## src/rtl/poly_pipe_pkg.sv

```systemverilog
// Shared rasterizer parameters for the micropolygon pipeline.
// Defines the default payload geometry, the depth limit and the payload typedefs.
package poly_pipe_pkg;

  localparam int SIGFIG         = 24;
  localparam int VERTS          = 3;
  localparam int AXIS           = 3;
  localparam int COLORS         = 3;
  localparam int PIPE_DEPTH_MAX = 8;

  typedef logic [AXIS-1:0][SIGFIG-1:0]   vertex_t;
  typedef vertex_t [VERTS-1:0]           poly_t;
  typedef logic [COLORS-1:0][SIGFIG-1:0] color_t;

  // Width of a flattened payload: vertices, colours and the quad flag.
  function automatic int unsigned payload_width(int unsigned sigfig, int unsigned verts,
                                                int unsigned axis, int unsigned colors);
    return verts * axis * sigfig + colors * sigfig + 1;
  endfunction

endpackage

```

## src/rtl/poly_pipe_stage.sv

```systemverilog
// One elastic pipeline stage: a valid flag and a payload register.
// The valid flag follows the upstream valid whenever the stage is ready.
// The payload register loads only on an actual load, so it holds its value through bubbles.
module poly_pipe_stage #(
  parameter int W = 1
) (
  input  logic         clk,
  input  logic         rst,
  input  logic         rdy,
  input  logic         load,
  input  logic         up_valid,
  input  logic [W-1:0] up_data,
  output logic         valid,
  output logic [W-1:0] data
);

  // Valid flag: tracks the upstream valid when ready, otherwise holds.
  always_ff @(posedge clk) begin
    if (rst)      valid <= 1'b0;
    else if (rdy) valid <= up_valid;
  end

  // Payload: loads only on a real load.
  always_ff @(posedge clk) begin
    if (rst)       data <= '0;
    else if (load) data <= up_data;
  end

endmodule

```

## src/rtl/poly_pipe.sv

```systemverilog
// Elastic micropolygon pipeline of DEPTH stages with bubble collapse.
// Optional statistics outputs are enabled by defining POLY_PIPE_STATS_EN.
import poly_pipe_pkg::*;

module poly_pipe #(
  parameter int SIGFIG = poly_pipe_pkg::SIGFIG,
  parameter int VERTS  = poly_pipe_pkg::VERTS,
  parameter int AXIS   = poly_pipe_pkg::AXIS,
  parameter int COLORS = poly_pipe_pkg::COLORS,
  parameter int DEPTH  = 3
) (
  input  logic                            clk,
  input  logic                            rst,
  input  logic [VERTS*AXIS*SIGFIG-1:0]    poly_i,
  input  logic [COLORS*SIGFIG-1:0]        color_i,
  input  logic                            isQuad_i,
  input  logic                            valid_i,
  output logic                            halt_o,
  output logic [VERTS*AXIS*SIGFIG-1:0]    poly_o,
  output logic [COLORS*SIGFIG-1:0]        color_o,
  output logic                            isQuad_o,
  output logic                            valid_o,
  input  logic                            halt_i,
  output logic [$clog2(DEPTH+1)-1:0]      occ_o
`ifdef POLY_PIPE_STATS_EN
  ,
  output logic [31:0]                     xfer_cnt_o,
  output logic [31:0]                     stall_cnt_o,
  output logic [$clog2(DEPTH+1)-1:0]      occ_max_o
`endif
);

  localparam int PW = int'(payload_width(SIGFIG, VERTS, AXIS, COLORS));
  localparam int OW = $clog2(DEPTH + 1);

  logic [DEPTH-1:0] v;
  logic [DEPTH-1:0] rdy;
  logic [DEPTH-1:0] up_v;
  logic [DEPTH-1:0] v_nxt;
  logic [PW-1:0]    up_d [DEPTH];
  logic [PW-1:0]    d    [DEPTH];
  logic [OW-1:0]    occ_nxt;

  for (genvar k = 0; k < DEPTH; k++) begin : g_stage
    if (k == 0) begin : g_head
      assign up_v[k] = valid_i;
      assign up_d[k] = {poly_i, color_i, isQuad_i};
    end else begin : g_body
      assign up_v[k] = v[k-1];
      assign up_d[k] = d[k-1];
    end

    // Unrolled ready chain: stage k may advance if any stage from k to the output is empty or the output drains.
    assign rdy[k] = ~(&v[DEPTH-1:k]) | ~halt_i;

    poly_pipe_stage #(.W(PW)) u_stage (
      .clk      (clk),
      .rst      (rst),
      .rdy      (rdy[k]),
      .load     (rdy[k] & up_v[k]),
      .up_valid (up_v[k]),
      .up_data  (up_d[k]),
      .valid    (v[k]),
      .data     (d[k])
    );
  end

  assign halt_o                        = ~rdy[0];
  assign valid_o                       = v[DEPTH-1];
  assign {poly_o, color_o, isQuad_o}   = d[DEPTH-1];

  // Next-state valid vector and its population count.
  always_comb begin
    v_nxt   = (rdy & up_v) | (~rdy & v);
    occ_nxt = '0;
    for (int unsigned i = 0; i < DEPTH; i++) occ_nxt = occ_nxt + OW'(v_nxt[i]);
  end

  // Occupancy register reflects the state after each edge.
  always_ff @(posedge clk) begin
    if (rst) occ_o <= '0;
    else     occ_o <= occ_nxt;
  end

`ifdef POLY_PIPE_STATS_EN
  // Transfer/stall counters (wrapping) and peak occupancy.
  always_ff @(posedge clk) begin
    if (rst) begin
      xfer_cnt_o  <= '0;
      stall_cnt_o <= '0;
      occ_max_o   <= '0;
    end else begin
      if (valid_o && !halt_i) xfer_cnt_o  <= xfer_cnt_o + 32'd1;
      if (valid_o && halt_i)  stall_cnt_o <= stall_cnt_o + 32'd1;
      if (occ_nxt > occ_max_o) occ_max_o  <= occ_nxt;
    end
  end
`endif

endmodule

```

## config.mk

```make
export PLATFORM = sky130hd
export DESIGN_NAME = poly_pipe
export DESIGN_NICKNAME = d
export VERILOG_FILES = /design/src/rtl/poly_pipe_pkg.sv /design/src/rtl/poly_pipe_stage.sv /design/src/rtl/poly_pipe.sv
export SDC_FILE = /design/constraint.sdc
export NUM_CORES = 2
export LEC_CHECK = 0
export CAP_MARGIN = 15
export CELL_PAD_IN_SITES_DETAIL_PLACEMENT = 0
export CELL_PAD_IN_SITES_GLOBAL_PLACEMENT = 1
export CORE_AREA = 2 2 287 317
export DETAILED_ROUTE_END_ITERATION = 12
export DIE_AREA = 0 0 289 319
export DONT_BUFFER_PORTS = 1
export GPL_TIMING_DRIVEN = 0
export PLACE_DENSITY_LB_ADDON = 0.1
export RECOVER_POWER = 25
export SKIP_CTS_REPAIR_TIMING = 1
export SLEW_MARGIN = 20
export SYNTH_ARGS = -nofsm -noshare
export SYNTH_HDL_FRONTEND = slang
export SYNTH_SLANG_ARGS = --single-unit
```

## constraint.sdc

```tcl
create_clock -name clk -period 2.2 [get_ports clk]
set_clock_uncertainty 0.05 [all_clocks]
set_input_delay 0.33 -clock clk [delete_from_list [all_inputs] [get_ports clk]]
set_output_delay 0.33 -clock clk [all_outputs]
set_load 0.03 [all_outputs]
```

* Word-level counts from Yosys, hierarchy flattened
Index checks and enable logic that the tools add are counted. Widths: inputs -> output; s select.
Word-level totals: memories 0, bits in latches 0, RAM bits 0, bits in read-only memories 0, word-level logic and storage cells 26, bits in registers 872
Cells by class: shifts and indexed selects 0, reductions and logical operators 2, magnitude comparators 0, bitwise gates (word level) 15, $mul 0, $add $sub $neg 2, div/mod/pow operators 0, equality and inequality tests 0, multiplexer cells 0
Operators by type and width (count):
- $and 3x3->3 | 2
- $not 1->1 | 5
- $and 1x1->1 | 3
- $not 3->3 | 1
- $or 1x1->1 | 3
- $or 3x3->3 | 1
- $reduce_and 3->1 | 1
- $add 1x1->2 | 1
- $add 2x1->2 | 1
- $reduce_and 2->1 | 1

* Depth between registers and ports, before layout
word-level depth 8, mapped depth 6, depth with buffers taken out 4

* Modules after synthesis
From an unflattened synthesis, not the netlist that was laid out.
Second synthesis, totals: cells, all modules 2817, area total of the unflattened synthesis 30900.9 sq um
By module, submodules not included:
- poly_pipe_stage | area an instance 10254.8 sq um, instances 3, cells an instance 934
- poly_pipe | area an instance 136.4 sq um, instances 1, cells an instance 15

* Worst setup path after synthesis
OpenSTA, ideal clock, no wires.
path kind reg2out, start point reg g_stage[2].u_stage.valid, end point out halt_o, cell stages (with the launch flop) 5, setup slack 431 ps, required time 1820 ps, arrival time 1389 ps, buffers on the path 2, cells stage by stage dfxtp_1 nand4_1 clkbuf_1 clkbuf_1 inv_1
On the way: cells in the longest elaborated chain, start to end 4
RTL lines:
- start: declaration | line poly_pipe_stage.sv:13 | output logic valid,
- start signal: assignment | line poly_pipe_stage.sv:20 | else if (rdy) valid <= up_valid;
- $reduce_and 3->1 | line poly_pipe.sv:54 | assign rdy[k] = ~(&v[DEPTH-1:k]) | ~halt_i;
- $not 1->1 | line poly_pipe.sv:54
- $or 1x1->1 | line poly_pipe.sv:54
- $not 1->1 | line poly_pipe.sv:68 | assign halt_o = ~rdy[0];
- end: declaration | line poly_pipe.sv:18 | output logic halt_o,
Every way passes these cells.

* Worst setup path after layout
Ends and elaborated chain as after synthesis.

==> flow_metrics.tcl <==
set metrics [dict create \
    whs_ns 0.1863 \
    fp.dieArea_sq_um 92190 \
    design_area_sq_um 42810 \
    core_sq_um 88920 \
    grt_setup_unrepaired "yes" \
    cts.sinks 872 \
    routed-via-count 26640 \
    min_to "g_stage[0].u_stage.data[5]$_SDFFE_PP0P_" \
    synth_edf_count 0 \
    fp.dieH_microns 319 \
    antenna_found_initial 34 \
    cts-buffers-inserted 94 \
    ios 586 \
    hold_viol_final 0 \
    max_stage_delay_ns 0.45 \
    cp-end-kind "primary output" \
    async_flop_share_pct 0 \
    max_slew.worst_pin.slew_ns 1.093 \
    finalWorstSetupSlack_ns -0.004822 \
    rr_worst_depth 6 \
    drive_gt1_share_pct 12.81 \
    arrival_ns 1.82 \
    nets 4490 \
    first_global_vias 24990 \
    yosysMostFrequentCell "dfxtp_1" \
    netlist_top_cells_area "dfxtp_1 (50%), nand2b_1 (10%), mux2i_1 (8.2%), nand4b_1 (7.2%), buf_4 (6.6%)" \
    worstSkewPairLatency_ns 0.63 \
    ant_nets 0 \
    clockBufferDepth 3 \
    drt_pass1_iterations 5 \
    violations "negative setup slack" \
    synth_top_cell_by_area "dfxtp_1" \
    syn_to_final_growth_pct 21.49 \
    p_leak_uw 0.01663 \
    fp-row-count 115 \
    rr_startpoint "g_stage[2].u_stage.valid$_SDFFE_PP0P_" \
    gp_congestion 0.8136 \
    hold_class "in2reg" \
    final_core_util_pct 48.15 \
    port_buffers 0 \
    synth_nets 4103 \
    hp-start "valid_i" \
    clkTransAtPathRegs_ns 0.07 \
    start_util_pct 39.63 \
    regToRegEndpoint "g_stage[0].u_stage.data[155]$_SDFFE_PP0P_" \
    holdPathStages 3 \
    grt_first_pass_wirelength_microns 157600 \
    drt_iter0_markers 1301 \
    synth_warnings 0 \
    placed_area_sq_um 36710 \
    htree_num_levels 3 \
    status "complete, but fails checks" \
    yosysUniqueCellTypes 23 \
    relSlewSlack_pct 27.16 \
    root_buffer "clkbuf_16" \
    finalMaxSlewViolations 0 \
    setup_viol 1 \
    dpl.hpwl_microns 78040 \
    powerDensity_nw_per_um2 812.6 \
    path_class "reg2out" \
    seq_area_frac_synth_pct 49.53 \
    wl_microns 108500 \
    wl_per_cell_microns 19.86 \
    rrSetupSlack_ns 0.11 \
    track_usage_pct 22.53 \
    slowest_stage "dfxtp_4" \
    period_minus_slack_ns 2.205 \
    max_cap_violations 0 \
    die_x_microns 289 \
    cp_cell_sequence "nand4_1 -> buf_6 -> buf_12 -> clkinvlp_4" \
    cp-start-kind "flip-flop" \
    worstPathRequired_ns 1.82 \
    syn_inst 3809 \
    finalSetupTns_ns -0.004822 \
    synth_common_cells "dfxtp_1 (872), nand2_1 (580), nand2b_1 (579), buf_4 (311), a21oi_1 (290)" \
    max_freq_ghz 0.4536 \
    grt_remaining_overflow 0 \
    synth_ff_type "dfxtp_1" \
    power.total_uw 34790 \
    routed_via_density 4.875 \
    cts_tree "done" \
    drc 0 \
    synth_top_area_share_pct 49.53 \
    peakVddDrop_mv 0.5512 \
    grt_start_max_net_pins 14 \
    ys_seq_elements 872 \
    crit_fanout 10 \
    synth_area_per_cell_sq_um 9.252 \
    post-route-period-util_pct 100.2 \
    syn_area_sq_um 35240 \
]
[how the worst max path moves through the flow]
stage / startpoint / slack [ns] / cells after the start / end
CTS: g_stage[2].u_stage.valid$_SDFFE_PP0P_ / -1.50 / 4 / halt_o
global route: g_stage[2].u_stage.valid$_SDFFE_PP0P_ / -0.12 / 4 / halt_o
global placement: g_stage[2].u_stage.valid$_SDFFE_PP0P_ / -0.71 / 4 / halt_o
detailed placement: g_stage[2].u_stage.valid$_SDFFE_PP0P_ / -0.79 / 4 / halt_o
floorplan: g_stage[2].u_stage.valid$_SDFFE_PP0P_ / 0.43 / 4 / halt_o
finish: g_stage[2].u_stage.valid$_SDFFE_PP0P_ / -0.005 / 4 / halt_o
[area by class of cell]
| class | count | area (sq um) |
|---|---|---|
| Antenna cell | 25 | 62.56 |
| Buffer | 608 | 3620 |
| Clock buffer | 149 | 2893 |
| Clock inverter | 21 | 182.7 |
| Fill cell | 8811 | 46110 |
| Inverter | 2 | 11.26 |
| Multi-Input combinational cell | 2327 | 14210 |
| Sequential cell | 872 | 17460 |
| Tap cell | 1170 | 1464 |
| Timing Repair Buffer | 291 | 2910 |
[critical path, delay by kind of cell (launching register included)]
family        cells  cell delay (ns)
buf+inv           3             0.55
flops             1             0.45
simple gates      1             0.18
[logic make-up (layout without fill, tap and decap cells)]
family	after synthesis	count (layout)	synth area share [%]
and+or+nand+nor	1455	1455	23.76
buffers and inverters	610	1071	10.15
other	0	25	0
AOI/OAI and AO/OA	582	582	8.294
DFF	872	872	49.53
muxes	289	289	8.208
adders and majority gates	1	1	0.05681
[power by group]
group          switching, uW  internal, uW
Sequential               176         16300
Clock                   6520          9320
Combinational           1400          1110
[metal layers]
layer	share of wire, %	global-route usage [%]
met5	0.11	0
met1	43	27.71
met4	2.3	6.942
met3	6.8	7.690
met2	47	36.93
[registers in the layout, indices dropped and copies added, names as in the netlist]
signal                 count
g_stage.u_stage.valid      3
occ_o                      2
g_stage.u_stage.data     867
[cells in the final DEF (no fill, tap or decap), types with 55 or more instances in the layout]
master / n
clkbuf_1: 231
o21ai_0: 268
dlygate4sd3_1: 290
nand2b_1: 579
nand4b_1: 289
a21oi_1: 290
nand2_1: 579
mux2i_1: 289
dfxtp_1: 871
buf_2: 55
buf_4: 312
clkbuf_16: 97
[through the flow]
stage               cells  setup WS, ns
floorplan            3809        0.4307
global placement     4979       -0.7106
detailed placement   4979       -0.7868
CTS                  5149        -1.496
global route         5459       -0.1193
finish               5465     -0.004822
No activity file was read; power rests on OpenSTA's default activity.
